<file path="src/rtl/rr_arbiter4.sv">
// rr_arbiter4: 4-requester round-robin arbiter with a registered one-hot grant.
// The owner keeps the grant until it drops its request. The next owner is then
// searched from the slot after the releasing owner, on the same edge.
// Optional feature macro: GRANT_TIMEOUT_EN forces rotation after MAX_HOLD
// consecutive grant cycles when another requester is waiting.
module rr_arbiter4 #(
  parameter int unsigned MAX_HOLD = 16,
  parameter int unsigned CNT_W    = 8
) (
  input  logic       clk,
  input  logic       rst_n,
  input  logic [3:0] req,
  output logic [3:0] gnt,
  output logic [1:0] gnt_idx,
  output logic       gnt_valid,
  output logic       tout
);

  typedef enum logic [0:0] {StIdle, StBusy} state_e;

  // Last meaningful hold count; the counter never needs to go past it.
  localparam logic [CNT_W-1:0] HoldLast = CNT_W'(MAX_HOLD - 1);

  state_e           state_q, state_d;
  logic [3:0]       gnt_q, gnt_d;
  logic [1:0]       ptr_q, ptr_d;
  logic [CNT_W-1:0] hold_q, hold_d;
  logic [1:0]       next_base;

  // One-hot winner: first set bit of r in the order base, base+1, base+2, base+3.
  function automatic logic [3:0] rr_pick(input logic [3:0] r, input logic [1:0] base);
    logic [3:0] pick;
    logic [1:0] idx;
    pick = '0;
    // Scan from the far end so the nearest set bit is the one left standing.
    for (int k = 3; k >= 0; k--) begin
      idx = base + 2'(k);
      if (r[idx]) pick = 4'b0001 << idx;
    end
    return pick;
  endfunction

  // Binary index and validity are pure decodes of the grant register.
  always_comb begin
    gnt_idx = 2'd0;
    unique case (gnt_q)
      4'b0001: gnt_idx = 2'd0;
      4'b0010: gnt_idx = 2'd1;
      4'b0100: gnt_idx = 2'd2;
      4'b1000: gnt_idx = 2'd3;
      default: gnt_idx = 2'd0;
    endcase
  end

  assign gnt       = gnt_q;
  assign gnt_valid = (gnt_q != 4'd0) && ((gnt_q & (gnt_q - 4'd1)) == 4'd0);
  assign next_base = gnt_idx + 2'd1;

`ifdef GRANT_TIMEOUT_EN
  logic tout_q, tout_d;
  assign tout = tout_q;
`else
  assign tout = 1'b0;
`endif

  // Next-state: arbitrate in idle, hold or hand over in busy.
  always_comb begin
    state_d = state_q;
    gnt_d   = gnt_q;
    ptr_d   = ptr_q;
    hold_d  = hold_q;
`ifdef GRANT_TIMEOUT_EN
    tout_d  = 1'b0;
`endif
    unique case (state_q)
      StIdle: begin
        if (req != 4'd0) begin
          gnt_d   = rr_pick(req, ptr_q);
          hold_d  = '0;
          state_d = StBusy;
        end
      end
      StBusy: begin
        if ((req & gnt_q) == 4'd0) begin
          // Release: hand over back-to-back, or fall idle if nobody waits.
          ptr_d  = next_base;
          gnt_d  = rr_pick(req, next_base);
          hold_d = '0;
          if (req == 4'd0) state_d = StIdle;
        end else begin
`ifdef GRANT_TIMEOUT_EN
          if (hold_q == HoldLast) begin
            hold_d = '0;
            if ((req & ~gnt_q) != 4'd0) begin
              ptr_d  = next_base;
              gnt_d  = rr_pick(req & ~gnt_q, next_base);
              tout_d = 1'b1;
            end
          end else begin
            hold_d = hold_q + CNT_W'(1);
          end
`else
          if (hold_q != HoldLast) hold_d = hold_q + CNT_W'(1);
`endif
        end
      end
      default: state_d = StIdle;
    endcase
  end

  // State registers, cleared asynchronously.
  always_ff @(posedge clk or negedge rst_n) begin
    if (!rst_n) begin
      state_q <= StIdle;
      gnt_q   <= '0;
      ptr_q   <= '0;
      hold_q  <= '0;
    end else begin
      state_q <= state_d;
      gnt_q   <= gnt_d;
      ptr_q   <= ptr_d;
      hold_q  <= hold_d;
    end
  end

`ifdef GRANT_TIMEOUT_EN
  // Forced-rotation pulse register.
  always_ff @(posedge clk or negedge rst_n) begin
    if (!rst_n) tout_q <= 1'b0;
    else        tout_q <= tout_d;
  end
`endif

endmodule

</file>
<file path="config.mk">
export PLATFORM = sky130hd
export DESIGN_NAME = rr_arbiter4
export DESIGN_NICKNAME = d
export VERILOG_FILES = /design/src/rtl/rr_arbiter4.sv
export SDC_FILE = /design/constraint.sdc
export NUM_CORES = 1
export LEC_CHECK = 0
export CAP_MARGIN = 15
export CORE_MARGIN = 4
export CORE_UTILIZATION = 35
export DETAILED_ROUTE_END_ITERATION = 6
export HOLD_SLACK_MARGIN = 0.03
export PLACE_DENSITY = 0.61
export SLEW_MARGIN = 20
export SYNTH_ARGS = -nofsm -noshare
export SYNTH_HDL_FRONTEND = slang
export SYNTH_SLANG_ARGS = --single-unit
</file>
<file path="constraint.sdc">
create_clock -name clk -period 5.95 [get_ports clk]
set_input_delay 1.4875 -clock clk [delete_from_list [all_inputs] [get_ports clk]]
set_output_delay 1.4875 -clock clk [all_outputs]
set_load 0.01 [all_outputs]
</file>
==> results.sh, run 1 <==
export IMPL_outcome="completed"
export IMPL_postCtsResizedCells=0
export IMPL_synthesis_instances=137
export IMPL_rsz0062_at_grt="no"
export IMPL_hold_viol_final=0
export IMPL_hold_depth=2
export IMPL_clock_tree_from_tritoncts="built"
export IMPL_numClockSinks=7
export IMPL_filler_cell_count_in_the_final_layout=312
export IMPL_io_pins=14
export IMPL_postSynth_asyncResetShare=1.000
export IMPL_timing_worst_slew_pin_value_ns=0.5662
export IMPL_clkLatencyLatePin_ns=0.24
export IMPL_synth_ff_latch_count=7
export IMPL_critPathMaxStageDelay_ns=0.54
export IMPL_hold_class="flip-flop to flip-flop"
export IMPL_htree_levels=1
export IMPL_first_global_vias=956
export IMPL_clk_buf_depth=2
export IMPL_min_delay_worst_endpoint="gnt[1]$_DFFE_PN0P_"
export IMPL_syn_to_final_growth_pct=10.60
export IMPL_cts_post_setup_buffers_inserted=0
export IMPL_stdcell_area_um2=1254
export IMPL_grt_pass1_wl_um=4774
export IMPL_ys_dominant_reg_cell="dfrtp_1"
export IMPL_detail_route_drc_violations=0
export IMPL_avgRoutedWirePerCell_um=15.03
export IMPL_numCtsBuffers=3
export IMPL_synthesis_nets=155
export IMPL_synth_cell_area_um2=1134
export IMPL_overflow=0
export IMPL_critical_path_startpoint_type="flip-flop"
export IMPL_synth_adder_area_share=0.1325
export IMPL_setup_viol=0
export IMPL_detailedRoute_firstIterationViolations=57
export IMPL_final_max_slew_violation_count=0
export IMPL_synth_top_area_frac=0.1545
export IMPL_port_buffer_count=12
export IMPL_worst_r2r_path_depth=8
export IMPL_dpl_cell_area_um2=1227
export IMPL_synth_xor_area_share=0.02318
export IMPL_r2r_slack_ns=2.77
export IMPL_ys_top_cells_by_area="dfrtp_1 15%, ha_1 13%, mux2i_1 9.7%"
export IMPL_critical_path_peak_fanout=9
export IMPL_synth_mux_area_frac=0.1567
export IMPL_yosysSeqAreaShare=0.1545
export IMPL_antennaDiodeCount=0
export IMPL_share_of_layout_cells_above_drive_strength_1=0.09220
export IMPL_post_synth_cell_area_avg_um2=8.274
export IMPL_starting_density_of_the_core=0.3683
export IMPL_synth_top_family_by_area="compound AO/OA/AOI/OAI gates"
export IMPL_clock_skew_ns=0.005931
export IMPL_hpwl_um=2121
export IMPL_timing_worst_setup_path_type="flip-flop to output port"
export IMPL_die_area_um2=4213
export IMPL_synth_simple_gate_area_frac=0.1821
export IMPL_detailroute_via_count=1022
export IMPL_fmax_mhz=275.7
export IMPL_cp_end_kind="output port"
export IMPL_power_leakage_uw=0.0005393
export IMPL_synthDistinctLibCells=45
export IMPL_globalRouteTotalUtil=0.1400
export IMPL_worstPathArrival_ns=2.14
export IMPL_route_detailed_vias_per_inst=5.524
export IMPL_design_core_area_um2=3078
export IMPL_min_delay_start="state_q$_DFF_PN0_"
export IMPL_max_cap_violations=0
export IMPL_netlist_top_cells_count="17 x nor2_1, 12 x ha_1, 11 x mux2i_1, 8 x nand2_1, 7 x dfrtp_1"
export IMPL_drt_first_pass_iters=4
export IMPL_floorplan_die_height_um=64.91
export IMPL_clk_pin_slew_worst_paths_ns=0.05
export IMPL_rr_endpoint="gnt[0]$_DFFE_PN0P_"
export IMPL_antenna_violations_before_repair=0
export IMPL_clock_tree_root_cell="clkbuf_4"
export IMPL_worst_endpoint_required_ns=4.46
export IMPL_ant_nets_after_route=0
export IMPL_power_density_cell_area_nw_per_um2=525.8
export IMPL_yosys_warnings=0
export IMPL_grt_max_degree=13
export IMPL_drt_wl_total_um=2781
export IMPL_critical_path_top_delay_family="simple AND/OR/NAND/NOR gates"
export IMPL_cp_buffers_inverters=2
export IMPL_finalCriticalPeriod_ns=3.627
export IMPL_vdd_ir_drop_worst_uv=139.6
export IMPL_synth_most_common_cell="nor2_1"
export IMPL_row_count=20
export IMPL_synth_compound_area_share=0.2528
export IMPL_hold_buffers=0
export IMPL_finalCritPeriodShare=0.6096
export IMPL_crit_chain="or2_1 -> or2_1 -> inv_2 -> clkdlybuf4s50_1"
export IMPL_globalplace_congestion=0.9244
export IMPL_critPathMostFrequentCell="or2_1"
export IMPL_timing_max_slew_rel_slack=0.6225
export IMPL_fin_tns_setup_ns=0
export IMPL_die_x_extent_um=64.91
export IMPL_final_nets=160
export IMPL_r2r_start="gnt[2]$_DFFE_PN0P_"
export IMPL_synth_enable_flop_cells=0
export IMPL_area_leader_netlist="dfrtp_1"
export IMPL_crit_slowest_cell="clkdlybuf4s50_1"
[worst reg2reg max path, cell delays in order, from the launching register on]
cell	delay, ns
dfrtp_1	0.49
or2_1	0.33
or2_1	0.38
ha_1	0.48
mux2_2	0.39
o21ai_4	0.21
o311ai_1	0.15
a311o_1	0.39
a221oi_2	0.26
[power by group]
group / internal [µW] / switching (µW) / total [µW]
Clock: 25.4 / 15.2 / 40.6
Sequential: 66.4 / 58.1 / 125
Combinational: 230 / 264 / 494
Total: 322 / 338 / 659
[logic make-up (layout without fill, tap and decap cells)]
| family | after synthesis | after routing |
|---|---|---|
| AOI/OAI and AO/OA | 35 | 35 |
| xor gates and xnor gates | 3 | 3 |
| adders and majority gates | 12 | 12 |
| buffers and inverters | 19 | 23 |
| DFF | 7 | 7 |
| muxes | 16 | 16 |
| other | 1 | 1 |
| and+or+nand+nor | 44 | 44 |
[layout make-up]
class                   instances  area [µm²]  area share
multi-input cells             111       850.8      0.6786
flip-flops and latches          7       175.2      0.1397
repair buffers                 12       120.1     0.09581
well taps                      44       55.05     0.04391
clock buffers                   4       26.28     0.02096
inverters                       7       26.28     0.02096
[through the flow]
stage | total power, µW | utilization | hold WS, ns | std cells | setup WS [ns]
after floorplan | 504.2 | - | 0.6659 | 137 | 2.872
after global placement | 610.2 | 0.3988 | 0.6827 | 181 | 2.246
after detailed placement | 610.6 | 0.3988 | 0.6747 | 181 | 2.162
after CTS | 656.5 | 0.4073 | 0.6865 | 185 | 2.314
after global routing | 717.8 | 0.4073 | 0.7184 | 185 | 2.208
final | 659.3 | 0.4073 | 0.6892 | 185 | 2.323
[layer usage]
metal	wire length, µm	vias to the layer above	track usage	part of all wire
li1	-	511	-	-
met4	11	0	0.01319	0.0040
met1	1288	480	0.1869	0.46
met2	1353	29	0.2388	0.49
met5	0	-	0	0
met3	127	2	0.02946	0.046
[worst max path at each step]
stage                             startpoint                 end  cells after the start
after floorplan           gnt[2]$_DFFE_PN0P_  gnt[0]$_DFFE_PN0P_                     12
after global placement                req[2]  gnt[0]$_DFFE_PN0P_                      7
after detailed placement              req[2]  gnt[0]$_DFFE_PN0P_                      7
after CTS                 gnt[2]$_DFFE_PN0P_          gnt_idx[0]                      4
after global routing      gnt[3]$_DFFE_PN0P_          gnt_idx[1]                      4
final                     gnt[2]$_DFFE_PN0P_          gnt_idx[0]                      4
[state kept, by name (all words and copies together), names as in the netlist]
name / flops
state_q: 1
ptr_q: 2
gnt: 4
[cells in the final DEF, fill, tap and decap left out, types with 2 or more instances in the layout]
| master | count |
|---|---|
| xor2_1 | 2 |
| or2_1 | 2 |
| mux2_2 | 4 |
| a21boi_0 | 2 |
| nand2b_1 | 4 |
| a221o_1 | 3 |
| dfrtp_1 | 7 |
| nor2_1 | 17 |
| and3_1 | 3 |
| a21oi_1 | 4 |
| a211o_1 | 3 |
| a311oi_1 | 2 |
| a41oi_1 | 2 |
| clkbuf_4 | 3 |
| nor3_1 | 3 |
| nand2_1 | 8 |
| inv_1 | 6 |
| ha_1 | 12 |
| a31oi_1 | 3 |
| nand3_1 | 3 |
| clkdlybuf4s50_1 | 12 |
| o21ai_0 | 4 |
| mux2i_1 | 11 |
| a311o_1 | 2 |
Note: power is estimated with default switching activity, not from simulation.
==> run 2: changes to the inputs <==
--- a/config.mk
+++ b/config.mk
@@ -10,7 +10,7 @@
 export CORE_UTILIZATION = 35
 export DETAILED_ROUTE_END_ITERATION = 6
 export HOLD_SLACK_MARGIN = 0.03
-export PLACE_DENSITY = 0.61
+export PLACE_DENSITY = 0.63
 export SLEW_MARGIN = 20
 export SYNTH_ARGS = -nofsm -noshare
 export SYNTH_HDL_FRONTEND = slang
==> constraint.sdc (replaced) <==
create_clock -name clk -period 3.2 [get_ports clk]
set_input_delay 0.8 -clock clk [delete_from_list [all_inputs] [get_ports clk]]
set_output_delay 0.8 -clock clk [all_outputs]
set_load 0.01 [all_outputs]
==> run 2 against run 1 <==
- design area is 4.8% higher
- core utilization is 2.0 points higher
- critical endpoint is now gnt[0]$_DFFE_PN0P_
- highest routed layer unchanged
- clock skew is 0.0030 ns lower
==> results.sh, run 2 (synthesized netlist as in run 1, its figures left out) <==
export IMPL_detail_route_drc_violations=0
export IMPL_largest_reg_flops=4
export IMPL_finalCritPeriodShare=0.9106
export IMPL_filler_cell_count_in_the_final_layout=306
export IMPL_drt_wl_total_um=2728
export IMPL_globalRouteTotalUtil=0.1411
export IMPL_route_detailed_vias_per_inst=5.394
export IMPL_numCtsBuffers=3
export IMPL_drt_first_pass_iters=4
export IMPL_power_leakage_uw=0.0005767
export IMPL_worstPathArrival_ns=3.07
export IMPL_postCtsResizedCells=0
export IMPL_fmax_mhz=343.2
export IMPL_clock_tree_root_cell="clkbuf_4"
export IMPL_layout_commonest_cell="nor2_1"
export IMPL_detailroute_via_count=1041
export IMPL_worst_endpoint_required_ns=3.36
export IMPL_design_core_area_um2=3078
export IMPL_detailedRoute_firstIterationViolations=66
export IMPL_timing_worst_slew_pin_value_ns=0.5393
export IMPL_avgRoutedWirePerCell_um=14.13
export IMPL_floorplan_die_height_um=64.91
export IMPL_critical_path_peak_fanout=6
export IMPL_die_area_um2=4213
export IMPL_placed_cells_incl_taps=189
export IMPL_syn_to_final_growth_pct=15.89
export IMPL_cp_end_kind="flip-flop"
export IMPL_rsz0062_at_grt="no"
export IMPL_starting_density_of_the_core=0.3683
export IMPL_grt_pass1_wl_um=4712
export IMPL_grt_max_degree=12
export IMPL_hold_class="flip-flop to flip-flop"
export IMPL_ant_nets_after_route=0
export IMPL_dp_slack_ns=0.1167
export IMPL_row_count=20
export IMPL_max_cap_violations=0
export IMPL_first_global_vias=1004
export IMPL_final_max_slew_violation_count=0
export IMPL_hold_viol_final=0
export IMPL_share_of_layout_cells_above_drive_strength_1=0.1409
export IMPL_htree_levels=1
export IMPL_layout_cells_most_common_list="17 x nor2_1, 12 x ha_1, 12 x clkdlybuf4s50_1, 11 x mux2i_1"
export IMPL_clk_buf_depth=2
export IMPL_hold_buffers=0
export IMPL_clock_skew_ns=0.002955
export IMPL_clk_pin_slew_worst_paths_ns=0.05
export IMPL_io_pins=14
export IMPL_critical_path_startpoint_type="flip-flop"
export IMPL_dpl_cell_area_um2=1287
export IMPL_report_power_total_uw=1285
export IMPL_stdcell_area_um2=1314
export IMPL_cts_post_setup_buffers_inserted=0
export IMPL_clkLatencyLatePin_ns=0.25
export IMPL_instances_no_fill=193
export IMPL_fin_tns_setup_ns=0
export IMPL_power_density_cell_area_nw_per_um2=977.8
export IMPL_antennaDiodeCount=0
export IMPL_final_nets=168
export IMPL_setup_viol=0
export IMPL_overflow=0
export IMPL_die_x_extent_um=64.91
export IMPL_vdd_ir_drop_worst_uv=270.4
export IMPL_port_buffer_count=12
export IMPL_outcome="completed"
export IMPL_timing_worst_setup_path_type="flip-flop to flip-flop"
export IMPL_hpwl_um=2183
export IMPL_numClockSinks=7
export IMPL_timing_max_slew_rel_slack=0.6405
export IMPL_final_critical_path_setup_slack_ns=0.2861
export IMPL_globalplace_congestion=0.9196
export IMPL_finalCriticalPeriod_ns=2.914
export IMPL_clock_tree_from_tritoncts="built"
export IMPL_antenna_violations_before_repair=0
## run 2: critical path, cell delays in order (launching register included)
cell,delay [ns]
dfrtp_1,0.45
or2_1,0.34
or2_1,0.27
ha_1,0.41
mux2_2,0.39
o21ai_4,0.21
o311ai_1,0.14
a311o_1,0.37
a221oi_2,0.23
## run 2: area by class of cell
type	instances	area, µm²	area share
multi-input cells	111	850.8	0.6476
repair buffers	20	180.2	0.1371
flip-flops and latches	7	175.2	0.1333
well taps	44	55.05	0.04190
clock buffers	4	26.28	0.02000
inverters	7	26.28	0.02000
## run 2: stage by stage
stage / utilization / hold slack (ns)
after floorplan: - / 0.5044
after global placement: 0.4183 / 0.6725
after detailed placement: 0.4183 / 0.6628
after CTS: 0.4268 / 0.6625
after global routing: 0.4268 / 0.7304
final: 0.4268 / 0.6654
## run 2: per-layer routing
layer / global-route usage / up-vias / wire [µm] / part of all wire
li1: - / 523 / - / -
met1: 0.1815 / 487 / 1305 / 0.48
met2: 0.2414 / 29 / 1307 / 0.48
met3: 0.02773 / 2 / 98 / 0.036
met4: 0.03166 / 0 / 16 / 0.0059
met5: 0 / - / 0 / 0
## run 2: path summary, 6_finish.rpt
path                               startpoint              endpoint  depth (start not counted)  slack (ns)
max in group asynchronous               rst_n  ptr_q[0]$_DFFE_PN0P_                          1        2.15
max reg2reg                gnt[2]$_DFFE_PN0P_    gnt[0]$_DFFE_PN0P_                          8        0.29
min in group asynchronous               rst_n    gnt[0]$_DFFE_PN0P_                          1        0.81
min                         state_q$_DFF_PN0_    gnt[1]$_DFFE_PN0P_                          2        0.67
max                        gnt[2]$_DFFE_PN0P_    gnt[0]$_DFFE_PN0P_                          8        0.29
min reg2reg                 state_q$_DFF_PN0_    gnt[1]$_DFFE_PN0P_                          2        0.67
## run 2: power breakdown
part / switching [µW] / total, µW / internal (µW)
logic: 545 / 1030 / 487
registers: 49.0 / 174 / 125
clock network: 31.2 / 78.7 / 47.5
total: 625 / 1280 / 659
